==> src/rtl/irq_ctrl.sv <==
// irq_ctrl: edge-capturing, maskable, fixed-priority interrupt controller with CPU handshake (IRQ_NEST_EN enables preemption)
module irq_ctrl #(
  parameter int               NSRC       = 4,
  parameter int               VEC_W      = 10,
  parameter logic [VEC_W-1:0] VEC_BASE   = 10'h3C0,
  parameter int               VEC_STRIDE = 4
) (
  input  logic             clk,
  input  logic             reset,
  input  logic [NSRC-1:0]  src,
  input  logic             mask_we,
  input  logic [NSRC-1:0]  mask_wdata,
  input  logic             ack,
  input  logic             reti,
  output logic             inter,
  output logic [VEC_W-1:0] vec,
  output logic [NSRC-1:0]  pend,
  output logic [NSRC-1:0]  in_svc,
  output logic             busy
);
  localparam int SW = $clog2(NSRC);
  localparam logic [NSRC-1:0] ONE = 1;
  typedef enum logic [1:0] {IDLE, REQ, SERV} state_t;
  state_t           r_state, w_state_n;
  logic [NSRC-1:0]  r_src_q, r_pend, r_mask, r_in_svc, w_in_svc_n, w_pm, w_clr;
  logic [SW-1:0]    r_sel_q, w_sel_q_n, w_sel, w_cur;
  logic [VEC_W-1:0] r_vec, w_vec_n, w_vec;
  logic             r_inter, w_inter_n, w_preempt, w_stk_empty;
  assign w_pm   = r_pend & r_mask;
  assign w_vec  = VEC_BASE + VEC_W'(VEC_STRIDE) * VEC_W'(w_sel);
  assign inter  = r_inter;
  assign vec    = r_vec;
  assign pend   = r_pend;
  assign in_svc = r_in_svc;
  assign busy   = r_state != IDLE;
  // Priority encoder: lowest-index enabled pending source wins
  always_comb begin
    w_sel = '0;
    for (int i = NSRC - 1; i >= 0; i--) if (w_pm[i]) w_sel = SW'(i);
  end
`ifdef IRQ_NEST_EN
  logic [SW-1:0] r_cur;
  logic [SW-1:0] r_stk [NSRC];
  logic [SW:0]   r_sp, w_sp_m1;
  logic          r_cur_v;
  assign w_sp_m1     = r_sp - 1'b1;
  assign w_cur       = r_cur;
  assign w_stk_empty = r_sp == '0;
  assign w_preempt   = |w_pm && w_sel < r_cur;
  // Nesting stack: ack pushes the interrupted id, reti resumes the popped one
  always_ff @(posedge clk) begin
    if (reset) begin
      r_sp    <= '0;
      r_cur   <= '0;
      r_cur_v <= 1'b0;
    end else if (r_state == REQ && ack) begin
      if (r_cur_v) begin
        r_stk[r_sp[SW-1:0]] <= r_cur;
        r_sp <= r_sp + 1'b1;
      end
      r_cur   <= r_sel_q;
      r_cur_v <= 1'b1;
    end else if (r_state == SERV && reti) begin
      if (!w_stk_empty) begin
        r_cur <= r_stk[w_sp_m1[SW-1:0]];
        r_sp  <= w_sp_m1;
      end else r_cur_v <= 1'b0;
    end
  end
`else
  assign w_cur       = r_sel_q;
  assign w_stk_empty = 1'b1;
  assign w_preempt   = 1'b0;
`endif
  // Handshake FSM next-state; sel_q/vec only reload when a request is launched
  always_comb begin
    w_state_n  = r_state;
    w_sel_q_n  = r_sel_q;
    w_vec_n    = r_vec;
    w_inter_n  = r_inter;
    w_in_svc_n = r_in_svc;
    w_clr      = '0;
    case (r_state)
      IDLE: if (|w_pm) begin
        w_state_n = REQ;
        w_sel_q_n = w_sel;
        w_vec_n   = w_vec;
        w_inter_n = 1'b1;
      end
      REQ: if (ack) begin
        w_clr      = ONE << r_sel_q;
        w_in_svc_n = r_in_svc | (ONE << r_sel_q);
        w_inter_n  = 1'b0;
        w_state_n  = SERV;
      end
      SERV: if (reti) begin
        w_in_svc_n = r_in_svc & ~(ONE << w_cur);
        w_state_n  = w_stk_empty ? IDLE : SERV;
      end else if (w_preempt) begin
        w_state_n = REQ;
        w_sel_q_n = w_sel;
        w_vec_n   = w_vec;
        w_inter_n = 1'b1;
      end
      default: w_state_n = IDLE;
    endcase
  end
  // State, edge capture (new edge beats ack-clear), mask and registered outputs
  always_ff @(posedge clk) begin
    if (reset) begin
      r_state  <= IDLE;
      r_src_q  <= '0;
      r_pend   <= '0;
      r_mask   <= '0;
      r_in_svc <= '0;
      r_sel_q  <= '0;
      r_vec    <= '0;
      r_inter  <= 1'b0;
    end else begin
      r_state  <= w_state_n;
      r_src_q  <= src;
      r_pend   <= (r_pend & ~w_clr) | (src & ~r_src_q);
      r_mask   <= mask_we ? mask_wdata : r_mask;
      r_in_svc <= w_in_svc_n;
      r_sel_q  <= w_sel_q_n;
      r_vec    <= w_vec_n;
      r_inter  <= w_inter_n;
    end
  end
endmodule

==> config.mk <==
export PLATFORM = sky130hd
export DESIGN_NAME = irq_ctrl
export DESIGN_NICKNAME = d
export VERILOG_FILES = /design/src/rtl/irq_ctrl.sv
export SDC_FILE = /design/constraint.sdc
export NUM_CORES = 1
export LEC_CHECK = 0
export CAP_MARGIN = 10
export CORE_MARGIN = 5
export CORE_UTILIZATION = 43
export DETAILED_ROUTE_END_ITERATION = 7
export PLACE_DENSITY_LB_ADDON = 0.25
export SLEW_MARGIN = 20
export SYNTH_ARGS = -nofsm -noshare
export SYNTH_HDL_FRONTEND = slang
export SYNTH_SLANG_ARGS = --single-unit
==> constraint.sdc <==
create_clock -name clk -period 1.4 [get_ports clk]
set_input_delay 0.14 -clock clk [delete_from_list [all_inputs] [get_ports clk]]
set_output_delay 0.14 -clock clk [all_outputs]
set_load 0.005 [all_outputs]
## After elaboration in Yosys (flattened, before gate mapping)

Cells that the tools add are included.

- Input bits: 13
- Register bits: 31
- Output and inout bits: 20

- Eq/ne operators: 5
- Mux-type cells: 16
- Reduce and logical (&&, ||, !) cells: 9
- Shift operators: 1
- Bitwise gates (word level): 9
- $add $sub $neg: 1

Operators by type and width:

| kind | count |
|---|---|
| 4-bit bitwise AND | 4 |
| 4-bit 2-to-1 mux | 4 |
| 2-bit 2-to-1 mux | 7 |
| 4-bit NOT | 3 |
| 3-bit AND reduction | 3 |
| 7-bit by 5-bit adder with 8-bit output (first input constant) | 1 |
| 4-bit bitwise OR | 2 |
| 4-bit case mux with 2 select lines | 1 |
| 2-bit inequality test (second input constant) | 3 |
| 2-bit case mux with 3 select lines | 1 |
| 2-bit nonzero test | 3 |
| 4-bit OR reduction | 1 |
| 1-bit by 2-bit << shifter with 4-bit output (first input constant) | 1 |
| 2-bit by 1-bit equality test with 1-bit output (second input constant) | 1 |
| 2-bit equality test (second input constant) | 1 |
| 2-bit logical NOT | 1 |
| 1-bit 2-to-1 mux | 2 |
| 1-bit case mux with 2 select lines | 1 |
| 2-bit AND reduction | 1 |

## Logic depth before layout (Yosys ltp)

- Depth after elaboration: 6
- Depth in mapped cells: 5
- Mapped depth without buffers: 5

## Worst setup path after synthesis

OpenSTA, ideal clock, no wires.

- Path type: register to register
- From: register r_state[0]
- To: register r_pend[1], in the netlist pend[1]
- Stages on the path, launching flop included: 6
- Buffers on the path: 1
- Setup time: 0.128 ns
- Data required time: 1.272 ns
- Slack: 0.360 ns
- Data arrival time: 0.913 ns
- Period minus slack after synthesis: 1.040 ns
- Cell sequence: dfxtp_1 > and3b_1 > buf_4 > nand3b_1 > a21oi_1 > nor2_1

- Cells in the longest elaborated chain, start to end: 5

Ends and longest elaborated chain:

| element | line | source |
|---|---|---|
| from (decl) | 24 | `state_t r_state, w_state_n;` |
| from (signal assigned) | 120 | `r_state <= w_state_n;` |
| 2-bit by 1-bit equality test with 1-bit output | 83 | `case (r_state)` |
| 4-bit 2-to-1 mux | 83 |  |
| 4-bit NOT | 122 | `r_pend <= (r_pend & ~w_clr) \| (src & ~r_src_q);` |
| 4-bit bitwise AND | 122 |  |
| 4-bit bitwise OR | 122 |  |
| to (signal assigned) | 122 |  |
| to (decl) | 25 | `logic [NSRC-1:0] r_src_q, r_pend, r_mask, r_in_svc, w_in_svc_n, w_pm, w_clr;` |

No other way between the ends.
A chain may end at the register's enable or synchronous reset.

## Worst setup path after layout

- From: register r_pend[0], in the netlist pend[0]
- To: output port pend[0]

RTL lines:

| element | line | source |
|---|---|---|
| to (decl) | 17 | `output logic [NSRC-1:0] pend,` |

No word-level cell between the ends.

==> impl_metrics.prom <==
# TYPE chip_impl_metric gauge
chip_impl_info{name="result_of_the_run",value="finished, final reports clean"} 1
chip_impl_metric{name="post-dp-hpwl",unit="um"} 1515
chip_impl_info{name="r2r_start",value="r_mask[3]"} 1
chip_impl_metric{name="postCtsSetupBuffers",unit=""} 0
chip_impl_metric{name="antenna-diode-count",unit=""} 0
chip_impl_metric{name="cts.sink_count",unit=""} 22
chip_impl_metric{name="clkLatencyLatePin",unit="ns"} 0.31
chip_impl_metric{name="postPlaceCellArea",unit="um2"} 1199
chip_impl_metric{name="die_height",unit="um"} 56.06
chip_impl_metric{name="drv.max_cap_violation_count",unit=""} 0
chip_impl_metric{name="drc",unit=""} 0
chip_impl_metric{name="syn_inst",unit=""} 102
chip_impl_metric{name="leakage",unit="uW"} 0.0004916
chip_impl_metric{name="yosys_register_bits",unit=""} 22
chip_impl_metric{name="h-tree-depth",unit=""} 1
chip_impl_metric{name="grt.overflow.total",unit=""} 0
chip_impl_metric{name="clockBufferDepth",unit=""} 2
chip_impl_metric{name="drt_first_pass_iters",unit=""} 4
chip_impl_metric{name="worstPathBufferInverterCount",unit=""} 1
chip_impl_metric{name="antenna_left",unit=""} 0
chip_impl_metric{name="fp-row-count",unit=""} 16
chip_impl_metric{name="worstPathMaxFanout",unit=""} 4
chip_impl_metric{name="finalMaxSlewViolations",unit=""} 0
chip_impl_info{name="final_cell_mix",value="sky130_fd_sc_hd__clkdlybuf4s50_1, sky130_fd_sc_hd__nor2_1, sky130_fd_sc_hd__dfxtp_1"} 1
chip_impl_metric{name="regToRegSetupSlack",unit="ns"} 0.21
chip_impl_info{name="worstHoldPathType",value="input pin to register"} 1
chip_impl_metric{name="critPathMaxStageDelay",unit="ns"} 0.51
chip_impl_info{name="clock-root-buffer",value="sky130_fd_sc_hd__clkbuf_4"} 1
chip_impl_metric{name="yosysSeqAreaShare",unit="%"} 48.29
chip_impl_metric{name="synth.yosys.warnings",unit=""} 0
chip_impl_metric{name="min_period",unit="ns"} 1.335
chip_impl_metric{name="multi_input_area",unit="um2"} 405.4
chip_impl_metric{name="final_core_utilization",unit="%"} 62.94
chip_impl_metric{name="boundaryPins",unit=""} 33
chip_impl_metric{name="core",unit="um2"} 1982
chip_impl_metric{name="area.sequential",unit="um2"} 451.7
chip_impl_info{name="cts_tree",value="done"} 1
chip_impl_metric{name="layout_worst_path_cycle_share",unit="%"} 95.38
chip_impl_metric{name="cp_num_cells",unit=""} 1
chip_impl_metric{name="port-buffer-count",unit=""} 28
chip_impl_metric{name="final-hold-violation-count",unit=""} 0
chip_impl_info{name="timing.critical_path.from_type",value="register"} 1
chip_impl_metric{name="finish.net_count",unit=""} 144
chip_impl_metric{name="flow.area_growth_from_synthesis",unit="%"} 36.76
chip_impl_info{name="critPathCaptureType",value="output pin"} 1
chip_impl_metric{name="via_count_of_the_first_global_routing_pass",unit=""} 798
chip_impl_info{name="rsz0062_at_grt",value="no"} 1
chip_impl_info{name="cp_cell_sequence",value="clkdlybuf4s50_1"} 1
chip_impl_metric{name="detailroute.via_count",unit=""} 767
chip_impl_metric{name="vdd_ir_drop_max",unit="mV"} 0.7080
chip_impl_info{name="crit_path_end",value="pend[0]"} 1
chip_impl_metric{name="timing.clock.skew",unit="ns"} 0.005588
chip_impl_metric{name="floorplan.die_area",unit="um2"} 3142
chip_impl_metric{name="fmaxAchievable",unit="GHz"} 0.7489
chip_impl_info{name="timing.setup.critical_path_class",value="register to output pin"} 1
chip_impl_metric{name="summed_area_of_non_filler_cells_in_the_final_layout",unit="um2"} 1247
chip_impl_metric{name="overall_track_demand_over_capacity_in_global_routing",unit="%"} 13.81
chip_impl_info{name="critPathLaunch",value="pend[0]"} 1
chip_impl_metric{name="p_per_area",unit="nW/um2"} 1013
chip_impl_metric{name="starting_density_of_the_core",unit="%"} 46.02
chip_impl_metric{name="wl_per_cell",unit="um"} 12.54
chip_impl_metric{name="synth_area_per_cell",unit="um2"} 8.942
chip_impl_metric{name="required",unit="ns"} 1.26
chip_impl_metric{name="maximum_number_of_pins_on_one_net_before_global_route_repair",unit=""} 16
chip_impl_metric{name="grt_first_pass_wirelength",unit="um"} 3484
chip_impl_info{name="critical_path.reg2reg.endpoint",value="r_state[0]"} 1
chip_impl_metric{name="synth.distinct_cells",unit=""} 25
chip_impl_info{name="cp_slowest_cell",value="sky130_fd_sc_hd__clkdlybuf4s50_1"} 1
chip_impl_metric{name="cp.arrival",unit="ns"} 1.20
chip_impl_metric{name="fillCellCount",unit=""} 178
chip_impl_metric{name="clkTransAtPathRegs",unit="ns"} 0.12
chip_impl_metric{name="report.power.total",unit="uW"} 1264
chip_impl_metric{name="worst-r2r-cell-count",unit=""} 4
chip_impl_metric{name="antenna_found_initial",unit=""} 0
chip_impl_info{name="top_cell_family_by_delay_on_the_critical_path",value="buffers and inverters"} 1
chip_impl_metric{name="synth.cell_area",unit="um2"} 912.1
chip_impl_metric{name="timing.final.setup_violations",unit=""} 0
chip_impl_metric{name="vias_per_cell",unit=""} 4.885
chip_impl_metric{name="layout_cells_sized_above_1",unit="%"} 15.38
chip_impl_metric{name="floorplan.die.width",unit="um"} 56.06
chip_impl_metric{name="wirelength",unit="um"} 1969
chip_impl_info{name="layout.cells.most_common",value="sky130_fd_sc_hd__clkdlybuf4s50_1"} 1
chip_impl_metric{name="detailedRoute.firstIterationViolations",unit=""} 5
chip_impl_metric{name="place.gp.congestion",unit=""} 0.7183
chip_impl_metric{name="cts_made_buffers",unit=""} 3
chip_impl_metric{name="holdWs",unit="ns"} 0.3964
chip_impl_metric{name="final.setup.tns",unit="ns"} 0
==> repair_timing <==
item,CTS,global route
hold buffers,0,0
cloned,0,0
endpoints found under the setup margin,1,8
endpoints found under the hold margin,0,0
gates resized for setup,5,5
==> power breakdown <==
group | internal, uW | switching, uW | total [uW]
Combinational | 132 | 85.9 | 218
Sequential | 666 | 30.5 | 697
Clock | 159 | 191 | 350
Total | 957 | 307 | 1260
==> cells by family after synthesis <==
| group | count (synthesis) | share of synthesized area (%) |
|---|---|---|
| and+or+nand+nor | 42 | 24.42 |
| buffers and inverters | 13 | 8.778 |
| AOI/OAI and AO/OA | 19 | 12.62 |
| muxes | 5 | 5.487 |
| DFF | 22 | 48.29 |
| other | 1 | 0.4111 |
==> cell type report <==
class | instances | share of cell area [%]
Tap cell | 27 | 2.708
Sequential cell | 22 | 36.21
Inverter | 1 | 0.3009
Timing Repair Buffer | 33 | 25.38
Clock buffer | 4 | 2.909
Multi-Input combinational cell | 70 | 32.50
==> cell usage after synthesis, drive strengths merged <==
cell type	n	area, um2
a21oi	10	50.05
buf	9	65.06
nor2b	9	56.30
a22oi	2	15.01
conb	1	3.750
nand2	5	21.27
clkbuf	3	11.26
o21ai	3	15.01
and3b	1	8.760
a211o	1	8.760
nand3	1	10.01
a2111oi	1	10.01
nor2	18	67.56
dfxtp	22	440.4
a32oi	1	8.760
nand3b	3	22.52
o31ai	1	7.510
nor3	1	10.01
mux2i	5	50.05
nor3b	1	7.510
inv	1	3.750
nand2b	3	18.77
==> per-stage QoR <==
step	cells	worst slack, ns
floorplan	105	0.3598
global placement	153	0.07019
detailed placement	153	0.02825
CTS	157	0.01157
global route	157	0.008389
finish	157	0.06465
==> how the worst min path moves through the flow <==
stage                         from  slack, ns          to  depth (start not counted)
final                       src[2]       0.40  r_src_q[2]                          2
after global routing        src[3]       0.40  r_src_q[3]                          2
after CTS                   src[3]       0.40  r_src_q[3]                          2
after detailed placement  register       0.48    register                          2
after global placement    register       0.47    register                          2
after floorplan              reset       0.22  r_state[0]                          1
==> metal layers <==
metal	up-vias	wire length [um]	GRT usage, %
li1	387	-	-
met1	354	847	15.59
met2	22	952	23.87
met3	4	146	4.640
met4	0	22	5.085
met5	-	0	0
(Power assumes the default switching activity.)
==> variant (config.mk and constraints unchanged) <==
The 3 states of `state_t` get a one-hot encoding in 3 bits.
--- a/src/rtl/irq_ctrl.sv
+++ b/src/rtl/irq_ctrl.sv
@@ -20,7 +20,7 @@
 );
   localparam int SW = $clog2(NSRC);
   localparam logic [NSRC-1:0] ONE = 1;
-  typedef enum logic [1:0] {IDLE, REQ, SERV} state_t;
+  typedef enum logic [2:0] {IDLE = 3'b001, REQ = 3'b010, SERV = 3'b100} state_t;
   state_t           r_state, w_state_n;
   logic [NSRC-1:0]  r_src_q, r_pend, r_mask, r_in_svc, w_in_svc_n, w_pm, w_clr;
   logic [SW-1:0]    r_sel_q, w_sel_q_n, w_sel, w_cur;
Function: no difference found for any inputs over 10 cycles, from zero or initial values and one cycle with reset high; not proved beyond that.
==> variant against the original RTL <==
Area after synthesis increased by 5.9%. Sequential power up 4.6%. Fmax shrank 0.50%. Final cell count increased by 1.9%. Worst setup slack got worse by 0.0068 ns. Via count up 5.9%. Count of clock-buffer cells in the layout unchanged. Largest power group unchanged. Register-to-register slack got worse by 0.13 ns. Sequential cell count up 1. Total power shrank 0.29%. Routed wire length rose by 11%. Cell area up 8.5%.
==> variant: results (changes against the original RTL) <==
[grt]
grt_pass1_wl_um = 3530  ; was 3480 um
grt.total_usage = 0.140  ; was 0.138
grt_max_degree = 13  ; was 16
antenna_found_initial = 0  ; unchanged
grt_pass1_vias = 761  ; was 798

[yosys]
yosys_warnings = 0  ; unchanged
synthTopCellsByCount = 23 x dfxtp_1, 8 x inv_1, 8 x nor2_1, 7 x a21oi_1, 7 x buf_4  ; was 22 x dfxtp_1, 18 x nor2_1, 10 x a21oi_1, 9 x nor2b_1, 8 x buf_4
async_reset_ff_frac = 0  ; unchanged
yosys-top-cells-area = dfxtp_1 48%, buf_4 5.4%, mux2i_1 4.1%  ; was dfxtp_1 48%, nor2_1 7.4%, buf_4 6.6%
synthDistinctLibCells = 33  ; was 25
synth_seq_area_share = 0.477  ; was 0.483

[placed_design]
dp_hpwl_um = 1670  ; was 1520 um
port_buffers = 28  ; unchanged
place.gp.congestion = 0.809  ; was 0.718

[clock_tree]
clkTransAtPathRegs_ns = 0.12  ; about the same
cts_buffer_depth = 2  ; unchanged
h-tree-depth = 1  ; unchanged
insertion_delay_ns = 0.30
numCtsBuffers = 3  ; unchanged
cts-root-buf = clkbuf_4  ; unchanged

[flow_run]
maxCapViolCount = 0  ; unchanged

[layout]
fillCellCount = 201  ; was 178
layout.nets = 146  ; was 144
drive_gt1_frac = 0.205  ; was 0.154
antennaDiodeCount = 0  ; unchanged

[critical_path]
crit_fanout = 5  ; was 4
critPathTopFamily = buffers and inverters  ; unchanged
slowest_stage = clkdlybuf4s50_1  ; unchanged
cp.arrival_ns = 1.20  ; about the same
slowest_delay_ns = 0.50

[route]
viasPerCell = 5.08  ; was 4.89
routed_wirelength_um = 2200  ; was 1970 um
dr.pass1.iters = 4  ; unchanged
drt_iter0_markers = 10  ; was 5

[min_path]
min_path_type = in -> reg  ; unchanged

[power]
leakagePower_nw = 0.540  ; was 0.492 nW
peakVddDrop_v = 0.000751  ; was 0.000708 V

[run_status]
status = finished clean  ; unchanged

[sta]
fin_skew_ns = 0.00252  ; was 0.00559 ns

variant: layout make-up:
| class | instances | share of cell area |
|---|---|---|
| inverters | 8 | 0.0222 |
| well taps | 28 | 0.0259 |
| multi-input cells | 63 | 0.336 |
| flip-flops and latches | 23 | 0.355 |
| clock buffers | 4 | 0.0194 |
| repair buffers | 34 | 0.241 |
variant: power by group:
| part | switching, W | internal [W] | total (W) |
|---|---|---|---|
| Combinational | 0.0000950 | 0.000144 | 0.000239 |
| Sequential | 0.0000346 | 0.000694 | 0.000729 |
| Clock | 0.000182 | 0.000111 | 0.000293 |
variant: timing repair:
item                       CTS  global route
setup endpoints to repair    7            14
resized for setup            8            12
pin swaps                    1             0
buffers inserted             1             2
variant: kinds of logic after synthesis:
| logic type | share of synthesized area |
|---|---|
| other | 0.00388 |
| AOI/OAI and AO/OA | 0.202 |
| DFF | 0.477 |
| and+or+nand+nor | 0.177 |
| muxes | 0.0415 |
| buffers and inverters | 0.0984 |
variant: final timing paths:
check / cells past startpoint / slack [ns] / startpoint / to
max reg2reg: 4 / 0.08 / r_state[2] / pend[2]
min reg2reg: 2 / 0.47 / r_src_q[0] / pend[0]
min: 2 / 0.40 / src[3] / r_src_q[3]
max: 1 / 0.06 / r_sel_q[0] / vec[2]
variant: metal layers:
layer	vias up	track usage	share of wire
met5	-	0	0
met4	0	0.0596	0.015
met3	4	0.0543	0.058
met2	20	0.219	0.50
met1	386	0.169	0.43
li1	402	-	-
variant: through the flow:
step                instance area, um2  setup WS, ns  hold WS (ns)  std cells   util
floorplan                          977         0.157         0.287        104      -
global placement                  1250       -0.0917         0.443        153  0.576
detailed placement                1250        -0.170         0.448        153  0.576
CTS                               1300       0.00179         0.389        158  0.598
global route                      1350      -0.00994         0.372        160  0.624
finish                            1350        0.0579         0.397        160  0.624
